**config.mk**
```make
export PLATFORM = sky130hd
export DESIGN_NAME = poly_mul_seq_flat
export DESIGN_NICKNAME = d
export VERILOG_FILES = /design/src/rtl/poly_seq_pkg.sv /design/src/rtl/poly_mul_seq_if.sv /design/src/rtl/seq_timer.sv /design/src/rtl/poly_mul_seq.sv /design/src/flat_wrapper.sv
export SDC_FILE = /design/constraint.sdc
export NUM_CORES = 1
export LEC_CHECK = 0
export ABC_AREA = 1
export BUFFER_PORTS_ARGS = -buffer_cell sky130_fd_sc_hd__buf_2
export CAP_MARGIN = 15
export CORE_ASPECT_RATIO = 0.5
export CORE_MARGIN = 2
export CORE_UTILIZATION = 30
export DETAILED_ROUTE_END_ITERATION = 16
export PLACE_DENSITY_LB_ADDON = 0.2
export SKIP_LAST_GASP = 1
export SYNTH_ARGS = -nofsm -noshare
export SYNTH_HDL_FRONTEND = slang
export SYNTH_SLANG_ARGS = --single-unit
```
**constraint.sdc**
```tcl
create_clock -name clk -period 3.2 [get_ports clk]
set_clock_uncertainty 0.1 [all_clocks]
set_input_delay 0.96 -clock clk [delete_from_list [all_inputs] [get_ports clk]]
set_output_delay 0.96 -clock clk [all_outputs]
set_load 0.01 [all_outputs]
```
**src/rtl/poly_seq_pkg.sv**
```systemverilog
// poly_seq_pkg: engine mode, command, operand-select and FSM state encodings for poly_mul_seq.
package poly_seq_pkg;
  localparam logic [2:0] CONF_NONE = 3'd0;
  localparam logic [2:0] CONF_NTT  = 3'd1;
  localparam logic [2:0] CONF_PWM  = 3'd2;
  localparam logic [2:0] CONF_INTT = 3'd3;
  localparam logic [1:0] OP_FULL = 2'd0;
  localparam logic [1:0] OP_NTT  = 2'd1;
  localparam logic [1:0] OP_PWM  = 2'd2;
  localparam logic [1:0] OP_INTT = 2'd3;
  localparam logic [1:0] SEL_A   = 2'd0;
  localparam logic [1:0] SEL_B   = 2'd1;
  localparam logic [1:0] SEL_AB  = 2'd2;
  localparam logic [1:0] SEL_RES = 2'd3;
  localparam logic [2:0] S_IDLE   = 3'd0;
  localparam logic [2:0] S_ISSUE  = 3'd1;
  localparam logic [2:0] S_WAIT   = 3'd2;
  localparam logic [2:0] S_GAP    = 3'd3;
  localparam logic [2:0] S_FINISH = 3'd4;
  typedef struct packed {
    logic [2:0] conf;
    logic [1:0] sel;
  } stage_t;
  function automatic stage_t stage_of(logic [1:0] op, logic operand, logic [1:0] idx);
    return op == OP_NTT  ? stage_t'{CONF_NTT, {1'b0, operand}} :
           op == OP_PWM  ? stage_t'{CONF_PWM, SEL_AB} :
           op == OP_INTT ? stage_t'{CONF_INTT, SEL_RES} :
           stage_t'{idx == 2'd3 ? CONF_INTT : idx == 2'd2 ? CONF_PWM : CONF_NTT, idx};
  endfunction
endpackage

```
**src/rtl/poly_mul_seq_if.sv**
```systemverilog
// poly_mul_seq_if: host command/response and engine control signals of the multiply sequencer.
interface poly_mul_seq_if;
  logic       cmd_valid;
  logic       cmd_ready;
  logic [1:0] cmd_op;
  logic       cmd_operand;
  logic [2:0] conf;
  logic       start;
  logic       done;
  logic [1:0] op_sel;
  logic [1:0] stage_idx;
  logic       busy;
  logic       rsp_valid;
  logic       rsp_err;
  modport slave (
    input  cmd_valid, cmd_op, cmd_operand, done,
    output cmd_ready, conf, start, op_sel, stage_idx, busy, rsp_valid, rsp_err
  );
  modport master (
    output cmd_valid, cmd_op, cmd_operand, done,
    input  cmd_ready, conf, start, op_sel, stage_idx, busy, rsp_valid, rsp_err
  );
endinterface

```
**src/rtl/seq_timer.sv**
```systemverilog
// seq_timer: saturating up-counter, held at zero while clr, with an equality hit against target.
module seq_timer #(
  parameter int W = 4
) (
  input  logic         clk,
  input  logic         rst_n,
  input  logic         clr,
  input  logic [W-1:0] target,
  output logic         hit
);
  logic [W-1:0] cnt;
  always_ff @(posedge clk or negedge rst_n)
    if (!rst_n) cnt <= '0;
    else if (clr) cnt <= '0;
    else if (cnt != '1) cnt <= cnt + 1'b1;
  assign hit = cnt == target;
endmodule

```
**src/rtl/poly_mul_seq.sv**
```systemverilog
// poly_mul_seq: sequences NTT/PWM/INTT engine operations for one host command with settle gap and watchdog.
module poly_mul_seq #(
  parameter int GAP     = 2,
  parameter int TIMEOUT = 4096
) (
  input logic           clk,
  input logic           rst_n,
  poly_mul_seq_if.slave bus
);
  import poly_seq_pkg::*;
  localparam int WW = $clog2(TIMEOUT);
  localparam int GW = GAP < 1 ? 1 : $clog2(GAP + 1);
  localparam logic [WW-1:0] WD_LAST  = WW'(TIMEOUT - 1);
  localparam logic [GW-1:0] GAP_LAST = GW'(GAP > 0 ? GAP - 1 : 0);
  logic [2:0] state, nxt;
  logic [1:0] op;
  logic       operand, wd_hit, gap_hit, last, timeout, advance;
  stage_t     acc_st, nxt_st;
  assign last    = op != OP_FULL || bus.stage_idx == 2'd3;
  assign acc_st  = stage_of(bus.cmd_op, bus.cmd_operand, 2'd0);
  assign nxt_st  = stage_of(op, operand, bus.stage_idx + 2'd1);
  assign timeout = state == S_WAIT && !bus.done && wd_hit;
  assign advance = nxt == S_ISSUE && state != S_IDLE;
  seq_timer #(.W(WW)) u_wd (.clk(clk), .rst_n(rst_n), .clr(state != S_WAIT), .target(WD_LAST), .hit(wd_hit));
  seq_timer #(.W(GW)) u_gap (.clk(clk), .rst_n(rst_n), .clr(state != S_GAP), .target(GAP_LAST), .hit(gap_hit));
  always_comb begin
    nxt = state;
    case (state)
      S_IDLE:  nxt = bus.cmd_valid ? S_ISSUE : S_IDLE;
      S_ISSUE: nxt = S_WAIT;
      S_WAIT:  nxt = bus.done ? (GAP > 0 ? S_GAP : last ? S_FINISH : S_ISSUE) : wd_hit ? S_FINISH : S_WAIT;
      S_GAP:   nxt = gap_hit ? (last ? S_FINISH : S_ISSUE) : S_GAP;
      default: nxt = S_IDLE;
    endcase
  end
  // Handshake outputs are registered from the next state so they line up with the state they describe.
  always_ff @(posedge clk or negedge rst_n) begin
    if (!rst_n) begin
      state         <= S_IDLE;
      op            <= OP_FULL;
      operand       <= 1'b0;
      bus.conf      <= CONF_NONE;
      bus.op_sel    <= SEL_A;
      bus.stage_idx <= 2'd0;
      bus.start     <= 1'b0;
      bus.busy      <= 1'b0;
      bus.rsp_valid <= 1'b0;
      bus.rsp_err   <= 1'b0;
      bus.cmd_ready <= 1'b1;
    end else begin
      state         <= nxt;
      bus.start     <= nxt == S_ISSUE;
      bus.busy      <= nxt != S_IDLE;
      bus.cmd_ready <= nxt == S_IDLE;
      bus.rsp_valid <= nxt == S_FINISH;
      bus.rsp_err   <= timeout;
      if (state == S_IDLE && bus.cmd_valid) begin
        op            <= bus.cmd_op;
        operand       <= bus.cmd_operand;
        bus.stage_idx <= 2'd0;
        bus.conf      <= acc_st.conf;
        bus.op_sel    <= acc_st.sel;
      end else if (advance) begin
        bus.stage_idx <= bus.stage_idx + 2'd1;
        bus.conf      <= nxt_st.conf;
        bus.op_sel    <= nxt_st.sel;
      end else if (state == S_FINISH) begin
        bus.stage_idx <= 2'd0;
        bus.conf      <= CONF_NONE;
        bus.op_sel    <= SEL_A;
      end
    end
  end
endmodule
```
**src/flat_wrapper.sv**
```systemverilog
// flat-port wrapper written by rule: the top's interface ports become plain ports
module poly_mul_seq_flat import poly_seq_pkg::*;
#(
  parameter int GAP     = 2,
  parameter int TIMEOUT = 4096
)
  (clk, rst_n, bus_cmd_valid, bus_cmd_op, bus_cmd_operand, bus_done, bus_cmd_ready, bus_conf, bus_start, bus_op_sel, bus_stage_idx, bus_busy, bus_rsp_valid, bus_rsp_err);
  poly_mul_seq_if bus_i ();
  input logic clk;
  input logic rst_n;
  input wire logic [$bits(bus_i.cmd_valid)-1:0] bus_cmd_valid;
  input wire logic [$bits(bus_i.cmd_op)-1:0] bus_cmd_op;
  input wire logic [$bits(bus_i.cmd_operand)-1:0] bus_cmd_operand;
  input wire logic [$bits(bus_i.done)-1:0] bus_done;
  output wire logic [$bits(bus_i.cmd_ready)-1:0] bus_cmd_ready;
  output wire logic [$bits(bus_i.conf)-1:0] bus_conf;
  output wire logic [$bits(bus_i.start)-1:0] bus_start;
  output wire logic [$bits(bus_i.op_sel)-1:0] bus_op_sel;
  output wire logic [$bits(bus_i.stage_idx)-1:0] bus_stage_idx;
  output wire logic [$bits(bus_i.busy)-1:0] bus_busy;
  output wire logic [$bits(bus_i.rsp_valid)-1:0] bus_rsp_valid;
  output wire logic [$bits(bus_i.rsp_err)-1:0] bus_rsp_err;
  assign bus_i.cmd_valid = bus_cmd_valid;
  assign bus_i.cmd_op = bus_cmd_op;
  assign bus_i.cmd_operand = bus_cmd_operand;
  assign bus_i.done = bus_done;
  assign bus_cmd_ready = bus_i.cmd_ready;
  assign bus_conf = bus_i.conf;
  assign bus_start = bus_i.start;
  assign bus_op_sel = bus_i.op_sel;
  assign bus_stage_idx = bus_i.stage_idx;
  assign bus_busy = bus_i.busy;
  assign bus_rsp_valid = bus_i.rsp_valid;
  assign bus_rsp_err = bus_i.rsp_err;
  poly_mul_seq #(.GAP(GAP), .TIMEOUT(TIMEOUT)) u_core (.clk(clk), .rst_n(rst_n), .bus(bus_i));
endmodule
```
# Yosys cells after proc, flatten, opt, wreduce, memory -nomap -nowiden
# Index checks and enable logic that the tools add are counted.
[word_totals]
reg_bits = 32
input_bits = 7
output_inout_bits = 12
wordCells = 77
[op_classes]
addsub = 3
eq_ne = 21
n_mux = 26
n_reduce_logical = 14
[op_table]
columns = ["op", "count"]
rows = [
  ["2-to-1 mux 5 bit", 5],
  ["2-to-1 mux 12 bit", 2],
  ["2-to-1 mux 3 bit", 8],
  ["2-to-1 mux 2 bit", 8],
  ["equality test 2 bit (second input constant)", 7],
  ["adder 12 x 1 -> 12 bit (second input constant)", 1],
  ["equality test 12 bit (second input constant)", 1],
  ["inequality test 12 bit (second input constant)", 1],
  ["case mux 3 bit (4 select lines)", 1],
  ["nonzero test 3 bit", 3],
  ["equality test 2 x 1 -> 1 bit (second input constant)", 3],
  ["equality test 3 x 1 -> 1 bit (second input constant)", 2],
  ["equality test 3 x 2 -> 1 bit (second input constant)", 2],
  ["equality test 3 bit (second input constant)", 2],
  ["zero test 3 bit", 2],
  ["inequality test 3 x 2 -> 1 bit (second input constant)", 2],
  ["nonzero test 2 bit", 3],
  ["adder 2 x 1 -> 2 bit (second input constant)", 2],
  ["logical AND 1 bit", 4],
  ["2-to-1 mux 4 bit", 1],
  ["inequality test 2 bit (second input constant)", 1],
  ["zero test 1 bit", 1],
  ["logical OR 1 bit", 1],
  ["2-to-1 mux 1 bit", 1],
]

# Longest topological paths before layout
# Gate-level depths: netlist of run 1.
[depth]
word_depth = 9
mapped_depth = 11
mapped_depth_nobuf = 11

# By module
# A second synthesis of run 1 with hierarchy kept.
[hier_totals]
hier_cells = 224
hier_area_um2 = 1765.4
[by_module_without_submodules]
columns = ["mod", "n_inst", "cells_per_inst", "area_per_inst_um2", "seq_area_each_um2"]
rows = [
  ["seq_timer (u_core.u_wd)", 1, 118, 858.3, 300.3],
  ["poly_mul_seq", 1, 85, 772.0, 401.6],
  ["seq_timer (u_core.u_gap)", 1, 21, 135.1, 50.0],
]

# Worst setup path after synthesis of run 1
# Ideal clock, no wire load.
[synth_timing]
kind = "input port to flip-flop"
from = "input port bus_done"
to = "register u_core.bus.busy"
setup_ps = 129
t_arrival_ps = 1560
required_ps = 2971
path_slack_ps = 1412
stages = 7
n_path_buf = 0
cell_sequence = "inv_1 -> nor2_1 -> nor2_1 -> and2_4 -> nor2_2 -> inv_2 -> nand3b_4"
[synth_between]
elab_chain_len = 3
[synth_lines]
columns = ["element", "line_no", "rtl"]
rows = [
  ["start: declaration", "flat_wrapper.sv:14", "input wire logic [$bits(bus_i.done)-1:0] bus_done;"],
  ["2-to-1 mux 3 bit", "poly_mul_seq.sv:31", "S_WAIT: nxt = bus.done ? (GAP > 0 ? S_GAP : last ? S_FINISH : S_ISSUE) : wd_hit ? S_FINISH : S_WAIT;"],
  ["case mux 3 bit (4 select lines)", "poly_mul_seq.sv:28", "case (state)"],
  ["via u_core.nxt[1]", "poly_mul_seq.sv:15", "logic [2:0] state, nxt;"],
  ["nonzero test 3 bit", "poly_mul_seq.sv:53", "bus.busy <= nxt != S_IDLE;"],
  ["end signal: assignment", "poly_mul_seq.sv:46", "bus.busy <= 1'b0;"],
  ["end signal: assignment", "poly_mul_seq.sv:53", ""],
  ["end: declaration", "poly_mul_seq_if.sv:17", "output cmd_ready, conf, start, op_sel, stage_idx, busy, rsp_valid, rsp_err"],
]
# The timed path passes the listed nets, and every way through them passes these cells.
# A chain may end at the register's enable or synchronous reset.

# Final worst setup path of run 1
[layout_timing]
from = "register u_core.bus.cmd_ready"
to = "output port bus_cmd_ready"
[layout_rtl]
columns = ["element", "line_no", "rtl"]
rows = [
  ["start: declaration", "poly_mul_seq_if.sv:17", ""],
  ["start signal: assignment", "poly_mul_seq.sv:49", "bus.cmd_ready <= 1'b1;"],
  ["start signal: assignment", "poly_mul_seq.sv:54", "bus.cmd_ready <= nxt == S_IDLE;"],
  ["end: declaration", "flat_wrapper.sv:15", "output wire logic [$bits(bus_i.cmd_ready)-1:0] bus_cmd_ready;"],
]
# No word-level cell between the ends.

==> impl_results.md, run 1 <==
* Htree depth at 2
* Total GRT Usage at 0.122
* Max-Cap Viols at 0
* WL/cell at 11.3 um
* # port buffers at 17
* Hold slack at 410 ps
* Boundary pin count at 19
* Clock Power Share at 0.212
* N_diodes at 0
* Share of the synthesized area in the top cell type at 0.463
* Status: complete, no violations
* Most frequent cells in the layout: 28 x dfrtp_1, 27 x nand2_1, 21 x inv_1
* Via count at 1,158
* Final Max Tran Viols at 0
* Reg clk slew, reported paths at 50 ps
* Post-route ant nets at 0
* Total negative slack at 0 ps
* Routed wire length at 2980 um
* Syn nets at 183
* Row cnt at 18
* DR iter-0 viols at 63
* Worst VDD drop at 0.259 mV
* Total CTS buffers at 5
* Pre-CTS WS at 1200 ps
* Core area at 4890 um2
* Synthesized area at 1510 um2
* Largest cells by area after synthesis: dfrtp_1 46%, nand2_1 6.7%, inv_1 5.2%
* First-pass GRT wire length at 5370 um
* Slew headroom at 0.572
* Post_cts resized at 0
* Initial Util at 0.310
* Final #Nets at 205
* Critical Path RT at 2140 ps
* Initial antenna violation count at 0
* Sink Count at 29
* Combinational share of power at 0.387
* CTS tree: done
* Arrival time worst endpoint at 890 ps
* Vias in the first global route at 1,174
* Worst-path fanout max at 1
* Sequential area share after synthesis at 0.480
* Clock root buffer: clkbuf_8
* Hold Path Origin: u_core.bus.conf[0]
* Crit share post-route at 0.611
* Register share of total power at 0.401
* R2r worst-path depth at 9
* Drt via density at 4.39
* DP HPWL at 2250 um
* Slowest cell on crit path: dfstp_2
* Largest net degree at the start of global routing at 30
* P&R area growth vs syn at 15.8%
* Final Power at 0.00134 W
* Worst-Skew Late Latency at 280 ps
* Most common cell after layout, fill and taps aside: dfrtp_1
* Final Instance Area at 1750 um2
* Final setup fails at 0
* Layout cells sized above 1 at 0.237
* Die Area at 5670 um2
* CP Capture Type: output pin
* Reg2Reg Setup Slack at 1370 ps
* Crit path largest cell delay at 510 ps
* Delay-heaviest family, CP: flip-flops
* Pwr/cell area at 764 nW/um2
* Pint at 0.000804 W
* Hold endpoint: u_core.bus.conf[0]
* Critical path class: register to output pin
* Post-Syn Instances at 171
* RSZ-0062 raised after global routing: no
* Total gr overflow at 0
* Min Tclk post-route at 1950 ps
* Die W at 104 um
* Pre-Repair DR Iteration Count at 4
* Worst Hold Depth at 2
* CTS max path bufs at 2
* NetSw at 0.000535 W
* Avg Cell Area, Syn at 8.85 um2
* CP bufs+invs at 1
* Slew @ Worst Pin at 642 ps
* Net Sw Frac at 0.400
* Fmax at 512 MHz
* Leakage at 0.862 nW
* Yosys top cell by area: dfrtp_1
* Residual DRC at 0
* Post-CTS Setup Inserts at 0
* Post-synth cell types at 29
* Ys Warns at 0
* Yosys reg bits at 29
* Gp weighted congestion at 0.780
* Crit path cell chain: buf_2
* Capturing point of the worst reg2reg path: u_core.bus.cmd_ready
* Hold_buf cts at 0
* Fin worst setup slack at 1250 ps
* Reg2reg start: u_core.u_wd.cnt[0]
* Worst hold path class: register to register
* Final Hold Vio Count at 0
* DP Area at 1670 um2
* Die Span Y at 54.2 um
* Worst setup SP type: register
-- cell usage after synthesis --
cell      number
nand4_1        4
nand2_2        3
a21oi_1        4
inv_1         21
o21ai_2        1
nor3_2         1
nand3_1       14
nand2_1       27
dfstp_2        1
a31oi_1        2
nand4_2        1
buf_4          2
nand3b_4       1
nor2_4         3
nand3_4        2
ha_1           5
nand3_2        1
and2_4         1
o21ai_1        2
o211ai_1       1
o21ai_0       13
dfrtp_1       28
nor2_2         2
inv_2          5
xor2_1         5
nor2_1        15
conb_1         1
nor3_1         4
or2_2          1
-- power by group through the flow --
stage                     logic, W  registers, W  clock network [W]
after floorplan           0.000376      0.000551                  0
after global placement    0.000523      0.000542                  0
after detailed placement  0.000526      0.000545                  0
after CTS                 0.000529      0.000539           0.000293
after global routing      0.000603      0.000554           0.000314
final                     0.000518      0.000537           0.000284
-- registers in the layout, indices dropped and copies added (netlist names) --
name	flops
u_core.u_wd.cnt	12
u_core.state	3
u_core.bus.conf	2
u_core.bus.stage_idx	2
u_core.op	2
u_core.u_gap.cnt	2
u_core.bus.busy	1
u_core.bus.cmd_ready	1
u_core.bus.op_sel	1
u_core.bus.rsp_err	1
u_core.bus.rsp_valid	1
u_core.bus.start	1
-- layer usage --
layer,vias to the layer above,share of wire,GRT usage
met4,0,0.0064,0.0338
li1,597,-,-
met3,2,0.041,0.0357
met5,-,0,0
met1,537,0.48,0.151
met2,22,0.47,0.218
-- cell type report --
class | count | area [um2]
clock buffers | 7 | 76.3
clock inverters | 1 | 5.00
fillers | 510 | 3130
multi-input cells | 114 | 674
inverters | 26 | 97.6
repair buffers | 17 | 85.1
flip-flops and latches | 29 | 727
well taps | 70 | 87.6
-- logic make-up (layout without fill, tap and decap cells) --
kind of cell / after synthesis / in the layout / share of synthesized area
compound gates: 23 / 23 / 0.0818
xor+xnor: 5 / 5 / 0.0289
fa+ha+maj: 5 / 5 / 0.0413
buf+inv: 28 / 51 / 0.0744
flops: 29 / 29 / 0.480
other cells: 1 / 1 / 0.00248
simple gates: 80 / 80 / 0.291
-- per-stage QoR --
| step | utilization | instances |
|---|---|---|
| final | 0.359 | 264 |
| after global routing | 0.359 | 264 |
| after CTS | 0.359 | 264 |
| after detailed placement | 0.342 | 256 |
| after global placement | 0.342 | 256 |
| after floorplan | - | 171 |
-- worst max-delay path by stage --
stage                    endpoint  cells after the start                 start  slack, ps
6_report            bus_cmd_ready                      1  u_core.bus.cmd_ready       1250
5_1_grt             bus_cmd_ready                      1  u_core.bus.cmd_ready       1200
4_1_cts             bus_cmd_ready                      1  u_core.bus.cmd_ready       1230
3_5_place_dp      u_core.bus.busy                      8              bus_done       1200
3_3_place_gp   u_core.bus.conf[1]                      7              bus_done       1210
2_1_floorplan     u_core.bus.busy                      7              bus_done       1410
No activity file was read; power rests on OpenSTA's default activity.
==> run 2, diff against run 1 <==
clock period = 1.8 ns   (was 3.2 ns; I/O delays follow)
==> run 2 against run 1 <==
  * Combinational power up 95%
  * Hold slack worse by 320 ps
  * Clock power up 110%
  * Sequential share of layout area down 1.6 points
  * Wire length up 3.1%
  * Non-clock buffer count up 5
  * Total power up 90%
  * Cell area up 4.0%
  * Register-to-register slack worse by 1200 ps
==> impl_results.md, run 2 (synthesized netlist as in run 1, its figures left out) <==
* Worst-path fanout max at 6 (was 1)
* Total gr overflow at 0 (unchanged)
* Arrival time worst endpoint at 1750 ps (was 890 ps)
* Post-CTS Setup Inserts at 0 (unchanged)
* Clock root buffer: clkbuf_8 (unchanged)
* P&R area growth vs syn at 20.4% (was 15.8%)
* Leakage at 0.903 nW (was 0.862 nW)
* Register area at 727 um2 (unchanged)
* Reg clk slew, reported paths at 70 ps (was 50 ps)
* First-pass GRT wire length at 5480 um (was 5370 um)
* Worst VDD drop at 0.636 mV (was 0.259 mV)
* Drt via density at 4.54 (was 4.39)
* Pre-Repair DR Iteration Count at 4 (unchanged)
* Worst hold path class: input pin to async pin (was register to register)
* Fmax at 615 MHz
* Via count at 1,221 (was 1,158)
* DP HPWL at 2300 um (was 2250 um)
* Initial Util at 0.310 (unchanged)
* Vias in the first global route at 1,249 (was 1,174)
* Critical Path RT at 1920 ps (was 2140 ps)
* Max reg flops at 12 (unchanged)
* Residual DRC at 0 (unchanged)
* Post-route ant nets at 0 (unchanged)
* RSZ-0062 raised after global routing: no (unchanged)
* Worst setup SP type: register (unchanged)
* CTS tree: done (unchanged)
* Max-Cap Viols at 0 (unchanged)
* Row cnt at 18 (unchanged)
* WL/cell at 11.4 um (was 11.3 um)
* Most frequent cells in the layout: 28 x dfrtp_1, 27 x nand2_1, 21 x inv_1 (unchanged)
* Core area at 4890 um2 (unchanged)
* # fillers at 512 (was 510)
* Multi-input gate area at 674 um2 (unchanged)
* Final setup fails at 0 (unchanged)
* Post-Route Utilization at 0.373 (was 0.359)
* Gp weighted congestion at 0.854 (was 0.780)
* Total CTS buffers at 5 (unchanged)
* Worst-Skew Late Latency at 280 ps (about the same)
* Total negative slack at 0 ps (unchanged)
* CP Capture Type: register (was output pin)
* Placed Cells at 261 (was 256)
* Status: complete, no violations (unchanged)
* Routed wire length at 3070 um (was 2980 um)
* Top reg by flops: u_core.u_wd.cnt (unchanged)
* Final #Nets at 210 (was 205)
* Final Hold Vio Count at 0 (unchanged)
* Pwr/cell area at 1400 nW/um2 (was 764 nW/um2)
* Final Max Tran Viols at 0 (unchanged)
* Min Tclk post-route at 1630 ps
* Die Span Y at 54.2 um (unchanged)
* Pre-CTS WS at 186 ps (was 1200 ps)
* Layout cells sized above 1 at 0.266 (was 0.237)
* Hold_buf cts at 0 (unchanged)
* Fin worst setup slack at 173 ps (was 1250 ps)
* Hold slack at 93.7 ps (was 410 ps)
* Die Area at 5670 um2 (unchanged)
* Sink Count at 29 (unchanged)
* CTS max path bufs at 2 (unchanged)
* Non-Filler Instances at 269 (was 264)
* N_diodes at 0 (unchanged)
* Initial antenna violation count at 0 (unchanged)
* Largest net degree at the start of global routing at 30 (unchanged)
* Boundary pin count at 19 (unchanged)
* Htree depth at 2 (unchanged)
* Most common cell after layout, fill and taps aside: dfrtp_1 (unchanged)
* Largest regs: u_core.u_wd.cnt (12), u_core.state (3) (unchanged)
* Critical path class: register to register (was register to output pin)
* Crit share post-route at 0.904
* # port buffers at 17 (unchanged)
* Post_cts resized at 0 (unchanged)
* Total GRT Usage at 0.125 (was 0.122)
* DR iter-0 viols at 33 (was 63)
* Die W at 104 um (unchanged)
[run 2: layer usage]
metal,share of wire,GRT usage
met5,0,0
met4,0.014,0.0518
met3,0.049,0.0417
met2,0.45,0.221
met1,0.48,0.146
[run 2: through the flow]
stage               instance area, um2  power (W)
finish                            1820    0.00255
detailed placement                1720    0.00197
global placement                  1720    0.00197
global route                      1820    0.00278
floorplan                         1510    0.00165
CTS                               1820    0.00258
[run 2: critical path, cell delays in order (launching register included)]
cell and delay [ps]:
dfrtp_1 370, ha_1 210, nand2_1 120, nor2_4 140, nand3_4 110, nor2_4 170, nand2_2 90, o21ai_2 80
nand3b_4 150, inv_2 30
[run 2: power by group]
part,switching [W],internal (W)
combinational,0.000626,0.000387
sequential,0.000112,0.000826
clock,0.000250,0.000345
total,0.000988,0.00156
[run 2: area by class of cell]
| cell class | count | area share |
|---|---|---|
| well taps | 70 | 0.0480 |
| flip-flops and latches | 29 | 0.399 |
| repair buffers | 22 | 0.0741 |
| multi-input cells | 114 | 0.370 |
| inverters | 26 | 0.0535 |
| clock buffers | 7 | 0.0528 |
| clock inverters | 1 | 0.00275 |
[run 2: path summary, 6_finish.rpt]
kind / start / to / slack, ps / depth (start not counted)
worst max-delay path: u_core.u_wd.cnt[1] / u_core.bus.cmd_ready / 170 / 9
worst min-delay path: rst_n / u_core.bus.stage_idx[1] / 90 / 2
worst max register to register: u_core.u_wd.cnt[1] / u_core.bus.cmd_ready / 170 / 9
worst min register to register: u_core.u_wd.cnt[7] / u_core.u_wd.cnt[7] / 400 / 1
max in group asynchronous: rst_n / u_core.bus.cmd_ready / 1270 / 2
min in group clk: bus_cmd_op[0] / u_core.op[0] / 400 / 3
